--- src/rtl/row_pingpong_reader.sv ---
// row_pingpong_reader
//   Captures ROW_LEN-word rows from the set_data word stream into one bank of a
//   two-bank ping-pong buffer while the other bank streams out over valid/ready.
//   Rows that arrive while no bank is free are dropped and counted; rows that
//   restart early (MEM_ADDR==0 mid-row) are counted as truncated and refilled.
//
// Ports
//   CLK, RST        clock, synchronous active-high reset
//   FIRST_ROW_FLAG  first high after reset arms capture
//   DATA_IN         row word
//   MEM_ADDR        word index within the row
//   MEM_WREN        write enable for DATA_IN/MEM_ADDR
//   OUT_DATA        streamed row word
//   OUT_VALID       OUT_DATA valid
//   OUT_READY       downstream accepts the word when OUT_VALID & OUT_READY
//   OUT_LAST        marks word ROW_LEN-1 of a row
//   ARMED           capture armed
//   DROP_CNT        rows discarded because no bank was free (saturating)
//   TRUNC_CNT       rows abandoned by an early MEM_ADDR==0 (saturating)

module row_pingpong_reader #(
    parameter int unsigned ROW_LEN = 48,
    parameter int unsigned AW      = 6,
    parameter int unsigned CNT_W   = 16
) (
    input  logic             CLK,
    input  logic             RST,
    input  logic             FIRST_ROW_FLAG,
    input  logic [15:0]      DATA_IN,
    input  logic [AW-1:0]    MEM_ADDR,
    input  logic             MEM_WREN,
    output logic [15:0]      OUT_DATA,
    output logic             OUT_VALID,
    input  logic             OUT_READY,
    output logic             OUT_LAST,
    output logic             ARMED,
    output logic [CNT_W-1:0] DROP_CNT,
    output logic [CNT_W-1:0] TRUNC_CNT
);

    localparam int unsigned   Depth     = 2 ** (AW + 1);
    localparam logic [AW-1:0] LastAddr  = AW'(ROW_LEN - 1);
    localparam logic [AW:0]   RowLenExt = (AW + 1)'(ROW_LEN);

    typedef enum logic {
        WWait,
        WFill
    } wr_state_e;

    typedef enum logic [1:0] {
        RIdle,
        RFetch,
        RStream
    } rd_state_e;

    // Both banks share one array; the bank select is the address MSB.
    logic [15:0] mem [Depth];

    wr_state_e      wr_state_q, wr_state_d;
    rd_state_e      rd_state_q, rd_state_d;
    logic           wbank_q, wbank_d;
    logic           rbank_q, rbank_d;
    logic [1:0]     full_q, full_d;
    logic [AW-1:0]  rd_addr_q, rd_addr_d;
    logic [15:0]    out_data_q, out_data_d;
    logic           out_valid_q, out_valid_d;
    logic           out_last_q, out_last_d;
    logic           armed_q, armed_d;
    logic [CNT_W-1:0] drop_cnt_q, drop_cnt_d;
    logic [CNT_W-1:0] trunc_cnt_q, trunc_cnt_d;

    logic mem_we;
    logic addr_zero;
    logic addr_in_range;
    logic accept;
    logic load_word;

    assign addr_zero     = (MEM_ADDR == '0);
    assign addr_in_range = ({1'b0, MEM_ADDR} < RowLenExt);
    assign accept        = out_valid_q & OUT_READY;

    always_comb begin
        wr_state_d  = wr_state_q;
        rd_state_d  = rd_state_q;
        wbank_d     = wbank_q;
        rbank_d     = rbank_q;
        full_d      = full_q;
        rd_addr_d   = rd_addr_q;
        out_data_d  = out_data_q;
        out_valid_d = out_valid_q;
        out_last_d  = out_last_q;
        armed_d     = armed_q | FIRST_ROW_FLAG;
        drop_cnt_d  = drop_cnt_q;
        trunc_cnt_d = trunc_cnt_q;
        mem_we      = 1'b0;
        load_word   = 1'b0;

        // Write side: nothing is captured until armed.
        unique case (wr_state_q)
            WWait: begin
                if (armed_q && MEM_WREN && addr_zero) begin
                    if (!full_q[wbank_q]) begin
                        mem_we     = 1'b1;
                        wr_state_d = WFill;
                    end else if (drop_cnt_q != '1) begin
                        drop_cnt_d = drop_cnt_q + CNT_W'(1);
                    end
                end
            end
            WFill: begin
                if (MEM_WREN && addr_in_range) begin
                    mem_we = 1'b1;
                    if (addr_zero) begin
                        // Early restart: the partial row is overwritten in place.
                        if (trunc_cnt_q != '1) begin
                            trunc_cnt_d = trunc_cnt_q + CNT_W'(1);
                        end
                    end else if (MEM_ADDR == LastAddr) begin
                        full_d[wbank_q] = 1'b1;
                        wbank_d         = ~wbank_q;
                        wr_state_d      = WWait;
                    end
                end
            end
            default: wr_state_d = WWait;
        endcase

        // Read side: out_data_q doubles as the RAM read register, so a word is
        // fetched into it on entry (RFetch) and on every accept (prefetch).
        unique case (rd_state_q)
            RIdle: begin
                if (full_q[rbank_q]) begin
                    rd_addr_d  = '0;
                    rd_state_d = RFetch;
                end
            end
            RFetch: begin
                load_word  = 1'b1;
                rd_state_d = RStream;
            end
            RStream: begin
                if (accept) begin
                    if (out_last_q) begin
                        // The write side can only set the other bank this cycle.
                        full_d[rbank_q] = 1'b0;
                        rbank_d         = ~rbank_q;
                        out_valid_d     = 1'b0;
                        out_last_d      = 1'b0;
                        rd_state_d      = RIdle;
                    end else begin
                        load_word = 1'b1;
                    end
                end
            end
            default: rd_state_d = RIdle;
        endcase

        if (load_word) begin
            out_data_d  = mem[{rbank_q, rd_addr_q}];
            out_valid_d = 1'b1;
            out_last_d  = (rd_addr_q == LastAddr);
            rd_addr_d   = rd_addr_q + AW'(1);
        end
    end

    always_ff @(posedge CLK) begin
        if (RST) begin
            wr_state_q  <= WWait;
            rd_state_q  <= RIdle;
            wbank_q     <= 1'b0;
            rbank_q     <= 1'b0;
            full_q      <= 2'b00;
            rd_addr_q   <= '0;
            out_data_q  <= '0;
            out_valid_q <= 1'b0;
            out_last_q  <= 1'b0;
            armed_q     <= 1'b0;
            drop_cnt_q  <= '0;
            trunc_cnt_q <= '0;
        end else begin
            wr_state_q  <= wr_state_d;
            rd_state_q  <= rd_state_d;
            wbank_q     <= wbank_d;
            rbank_q     <= rbank_d;
            full_q      <= full_d;
            rd_addr_q   <= rd_addr_d;
            out_data_q  <= out_data_d;
            out_valid_q <= out_valid_d;
            out_last_q  <= out_last_d;
            armed_q     <= armed_d;
            drop_cnt_q  <= drop_cnt_d;
            trunc_cnt_q <= trunc_cnt_d;
        end
    end

    // Buffer RAM is deliberately not reset.
    always_ff @(posedge CLK) begin
        if (mem_we) begin
            mem[{wbank_q, MEM_ADDR}] <= DATA_IN;
        end
    end

    assign OUT_DATA  = out_data_q;
    assign OUT_VALID = out_valid_q;
    assign OUT_LAST  = out_last_q;
    assign ARMED     = armed_q;
    assign DROP_CNT  = drop_cnt_q;
    assign TRUNC_CNT = trunc_cnt_q;

endmodule

--- config.mk ---
export PLATFORM = sky130hd
export DESIGN_NAME = row_pingpong_reader
export DESIGN_NICKNAME = d
export VERILOG_FILES = /design/src/rtl/row_pingpong_reader.sv
export SDC_FILE = /design/constraint.sdc
export NUM_CORES = 2
export LEC_CHECK = 0
export CAP_MARGIN = 10
export CORE_UTILIZATION = 30
export CTS_BUF_LIST = sky130_fd_sc_hd__clkbuf_8
export DETAILED_ROUTE_END_ITERATION = 8
export PLACE_DENSITY_LB_ADDON = 0.25
export SETUP_SLACK_MARGIN = 0.2
export SLEW_MARGIN = 25
export SYNTH_ARGS = -nofsm -noshare
export SYNTH_HDL_FRONTEND = slang
export SYNTH_SLANG_ARGS = --single-unit
export TNS_END_PERCENT = 30
--- constraint.sdc ---
create_clock -name CLK -period 10.58 [get_ports CLK]
set_input_delay 2.116 -clock CLK [delete_from_list [all_inputs] [get_ports CLK]]
set_output_delay 2.116 -clock CLK [all_outputs]
set_load 0.03 [all_outputs]
==> summary.md <==
| Metric | Value |
|---|---|
| Clock transition time at the flip-flop clock pins of the worst setup and hold paths | `~0.06 ns` |
| Critical path data arrival time | `5.76 ns` |
| Later-pin clock latency in the skew report | `approximately 1.1 ns` |
| Yosys reg bits | `2112` |
| Post-layout net count | `approximately 4700` |
| Part of the power in combinational logic | `1.8%` |
| Via Count | `between 40000 and 50000` |
| Total setup buffers inserted after CTS | `0` |
| Critical-path maximum fanout | `16` |
| Final Hold Violating Endpoints | `0` |
| Sort of element at the end of the critical path | `flip-flop` |
| Seq/Total Area, Yosys | `between 70% and 80%` |
| Synth Cell Area | `0.0812 mm2` |
| Post-CTS Hold Fix Bufs | `0` |
| Start-to-end type of the worst setup path | `in -> reg` |
| Minimum period implied by the final worst setup slack | `between 5 and 6 ns` |
| RD Place Congestion | `between 0.8 and 0.9` |
| RSZ-0062 raised after global routing | `no` |
| Initial core utilization | `about 30%` |
| Worst stage delay on the critical path | `between 0.9 and 1 ns` |
| Worst min path class | `reg -> reg` |
| CP delay by family, top | `simple AND/OR/NAND/NOR gates` |
| R2R cell count | `7` |
| Period utilisation layout | `around 50%` |
| Total half-perimeter wirelength after legalization and detailed placement | `127000 um` |
| Maximum count of clock buffers along a single path | `4` |
| Via count of the first global-routing pass | `41000` |
| Pin count of the biggest net entering global routing | `119` |
| Total internal power | `about 13000 uW` |
| I/O Buffers | `77` |
| Data required time at the worst endpoint | `~11 ns` |
| Number of placement rows | `190` |
| Floorplan core area | `roughly 0.27 mm2` |
| Top-count cell post-synth | `sky130_fd_sc_hd__edfxtp_1` |
| Htree depth | `5` |
| Average detailed-routed wire length per instance | `roughly 25 um` |
| # DRC | `0` |
| Die Span X | `roughly 520 um` |
| Initial antenna violation count | `18` |
| Num ports | `78` |
| Dominant cell type by area after synthesis | `sky130_fd_sc_hd__edfxtp_1` |
| Gate Count Post-Synth | `~3700` |
| Share of layout cells above drive strength 1 | `about a quarter` |
| Number of gates resized after CTS | `0` |
| CTS tree | `yes` |
| Die span in y | `around 520 um` |
| CTS Buf Count | `about 370` |
| Combined buffer and inverter count along the critical path | `1` |
| Total global-route track usage | `between 10% and 20%` |
| Transition time at the pin with the least slew margin | `between 1 and 1.5 ns` |
| Number of enable flip-flop cells after synthesis | `between 2000 and 2500` |
| Relative slew margins | `between 20% and 30%` |
| NetSw | `~3600 uW` |
| First-iteration detailed-routing DRC count | `between 3000 and 4000` |
| Slew Viols, Final | `0` |
| Layout overhead on the synthesized area | `17.1%` |
| Max-Cap Viols | `0` |
| Final setup viols | `0` |
| Sequential share of power | `56.8%` |
| Detailed Route WL | `about 210000 um` |
| Result of the run | `finished, final reports clean` |
| Worst IR Drop VDD | `137 uV` |
| Total iterations of the first detailed-routing run | `6` |
| Upper clock frequency limit | `between 150 and 200 MHz` |
| Max stage delay cell, worst path | `sky130_fd_sc_hd__nor2_2` |
| Post-synth ARST share | `0%` |
| Static Leakage | `0.0302 uW` |
| R2R setup slack | `slightly below 6 ns` |
| Count of cell types in the netlist | `60` |
| Yosys warning count | `0` |
| Clk sinks | `between 2000 and 2500` |
| Worst-case clock skew | `0.115 ns` |
| Crit start category | `input pin` |
| Final sum of negative setup slack | `0 ns` |
| Fraction of power spent switching nets | `a little over a fifth` |
| Root Buffer Master | `sky130_fd_sc_hd__clkbuf_8` |
| Number of cells on the critical path | `6` |
| Wire length of the first global-routing pass | `302000 um` |
| Top FF cell, synth | `sky130_fd_sc_hd__edfxtp_1` |
| Post-route ant nets | `0` |
| Dominant cells by area after synthesis | `sky130_fd_sc_hd__edfxtp_1 (76%), sky130_fd_sc_hd__mux4_2 (14%), sky130_fd_sc_hd__dfxtp_1 (1.6%), sky130_fd_sc_hd__mux2i_1 (1.4%), sky130_fd_sc_hd__a22oi_1 (0.81%)` |
| Area share of the leading cell type in the synthesized netlist | `about 76%` |
| Top cell by count, worst path | `sky130_fd_sc_hd__nand4_1` |
| GRT Residual Overflow | `0` |
| Chain of cells forming the critical path | `clkdlybuf4s50_1, nor3_1, nand4_1, a21oi_1, nand4_1, nor2_2` |
| Cell depth of the worst hold path | `2` |
| Number of vias per cell after detailed routing | `4.75` |
| Ranking of synthesized cells by instance count | `sky130_fd_sc_hd__edfxtp_1 (2048), sky130_fd_sc_hd__mux4_2 (512), sky130_fd_sc_hd__nor2_1 (170)` |
| Utilization after layout | `a little over a third` |
| Areal power density over the cells | `around 170 mW/mm2` |
| Mapped Avg Cell Area | `21.7 um2` |
| Clk pwr share | `between 40% and 50%` |
| Floorplan die area | `0.273 mm2` |
-- worst paths after layout --
path | from | to
min reg2reg | DROP_CNT[1] | DROP_CNT[1]
min | DROP_CNT[1] | DROP_CNT[1]
max | MEM_ADDR[1] | mem[86][4]
max reg2reg | rd_addr_q[0] | OUT_DATA[11]
-- per-stage QoR --
| step | hold slack (ns) | area (um2) | total power (uW) | worst slack (ns) | std cells |
|---|---|---|---|---|---|
| floorplan | 0.472 | 83100 | 9650 | 5.07 | 4249 |
| global placement | 0.495 | 88400 | 9840 | 4.54 | 7804 |
| detailed placement | 0.502 | 88400 | 9860 | 4.48 | 7805 |
| CTS | 0.511 | 95000 | 16700 | 5.61 | 8438 |
| global route | 0.526 | 95000 | 17100 | 5.28 | 8444 |
| finish | 0.518 | 95000 | 16500 | 5.43 | 8451 |
-- logic make-up after synthesis --
family | after synthesis | synth area share (%)
AOI/OAI and AO/OA | 341 | 2.85
buffers and inverters | 214 | 1.36
other | 1 | 0.00462
and+or+nand+nor | 402 | 2.32
xor gates and xnor gates | 29 | 0.313
adders and majority gates | 6 | 0.0925
muxes | 633 | 15.7
DFF | 2112 | 77.3
-- cell usage in the layout (no fill, tap or decap), drive strengths merged, types with 64 or more instances in the layout --
| cell | synthesis | routed |
|---|---|---|
| a21oi | 81 | 81 |
| a22oi | 88 | 88 |
| buf | 133 | 149 |
| clkbuf | 71 | 380 |
| clkinv | 2 | 117 |
| conb | 1 | 512 |
| dfxtp | 64 | 64 |
| edfxtp | 2048 | 2048 |
| inv | 8 | 128 |
| mux2i | 110 | 110 |
| mux4 | 512 | 512 |
| nand2 | 80 | 80 |
| nor2 | 170 | 170 |
-- routing by layer --
metal  vias up  global-route usage (%)  part of all wire [%]
li1      17100                       -                     -
met1     21500                    20.9                    43
met2      1216                    24.9                    48
met3       378                    3.37                   6.1
met4         0                    4.81                   2.9
met5         -                       0                     0
-- power by group through the flow --
stage / clock (uW) / sequential [uW] / combinational [uW]
after floorplan: 0 / 9550 / 99.8
after global placement: 0 / 9550 / 287
after detailed placement: 0 / 9560 / 294
after CTS: 7050 / 9390 / 293
after global routing: 7400 / 9400 / 321
final: 6840 / 9390 / 293
-- tightest hold or removal path: stages (launching register included) --
cell and delay, ns:
sky130_fd_sc_hd__dfxtp_1 0.35, sky130_fd_sc_hd__nand2_1 0.07, sky130_fd_sc_hd__a21oi_1 0.05
-- sequential cells by signal, indices dropped and copies added (netlist names) --
| register | count |
|---|---|
| ARMED | 1 |
| DROP_CNT | 16 |
| OUT_DATA | 16 |
| OUT_LAST | 1 |
| OUT_VALID | 1 |
| TRUNC_CNT | 16 |
| full_q | 2 |
| mem | 2048 |
| rbank_q | 1 |
| rd_addr_q | 6 |
| rd_state_q | 2 |
| wbank_q | 1 |
| wr_state_q | 1 |
-- layout make-up --
type                    count  area (um2)
flip-flops and latches   2112       62800
well taps                3552        4440
inverters                  10        40.0
clock inverters           253        1310
repair buffers            209        1840
clock buffers             380        5230
multi-input cells        1923       19400
diodes                     12        30.0
fillers                 25100      173000
Power figures use the tool's default switching activity.
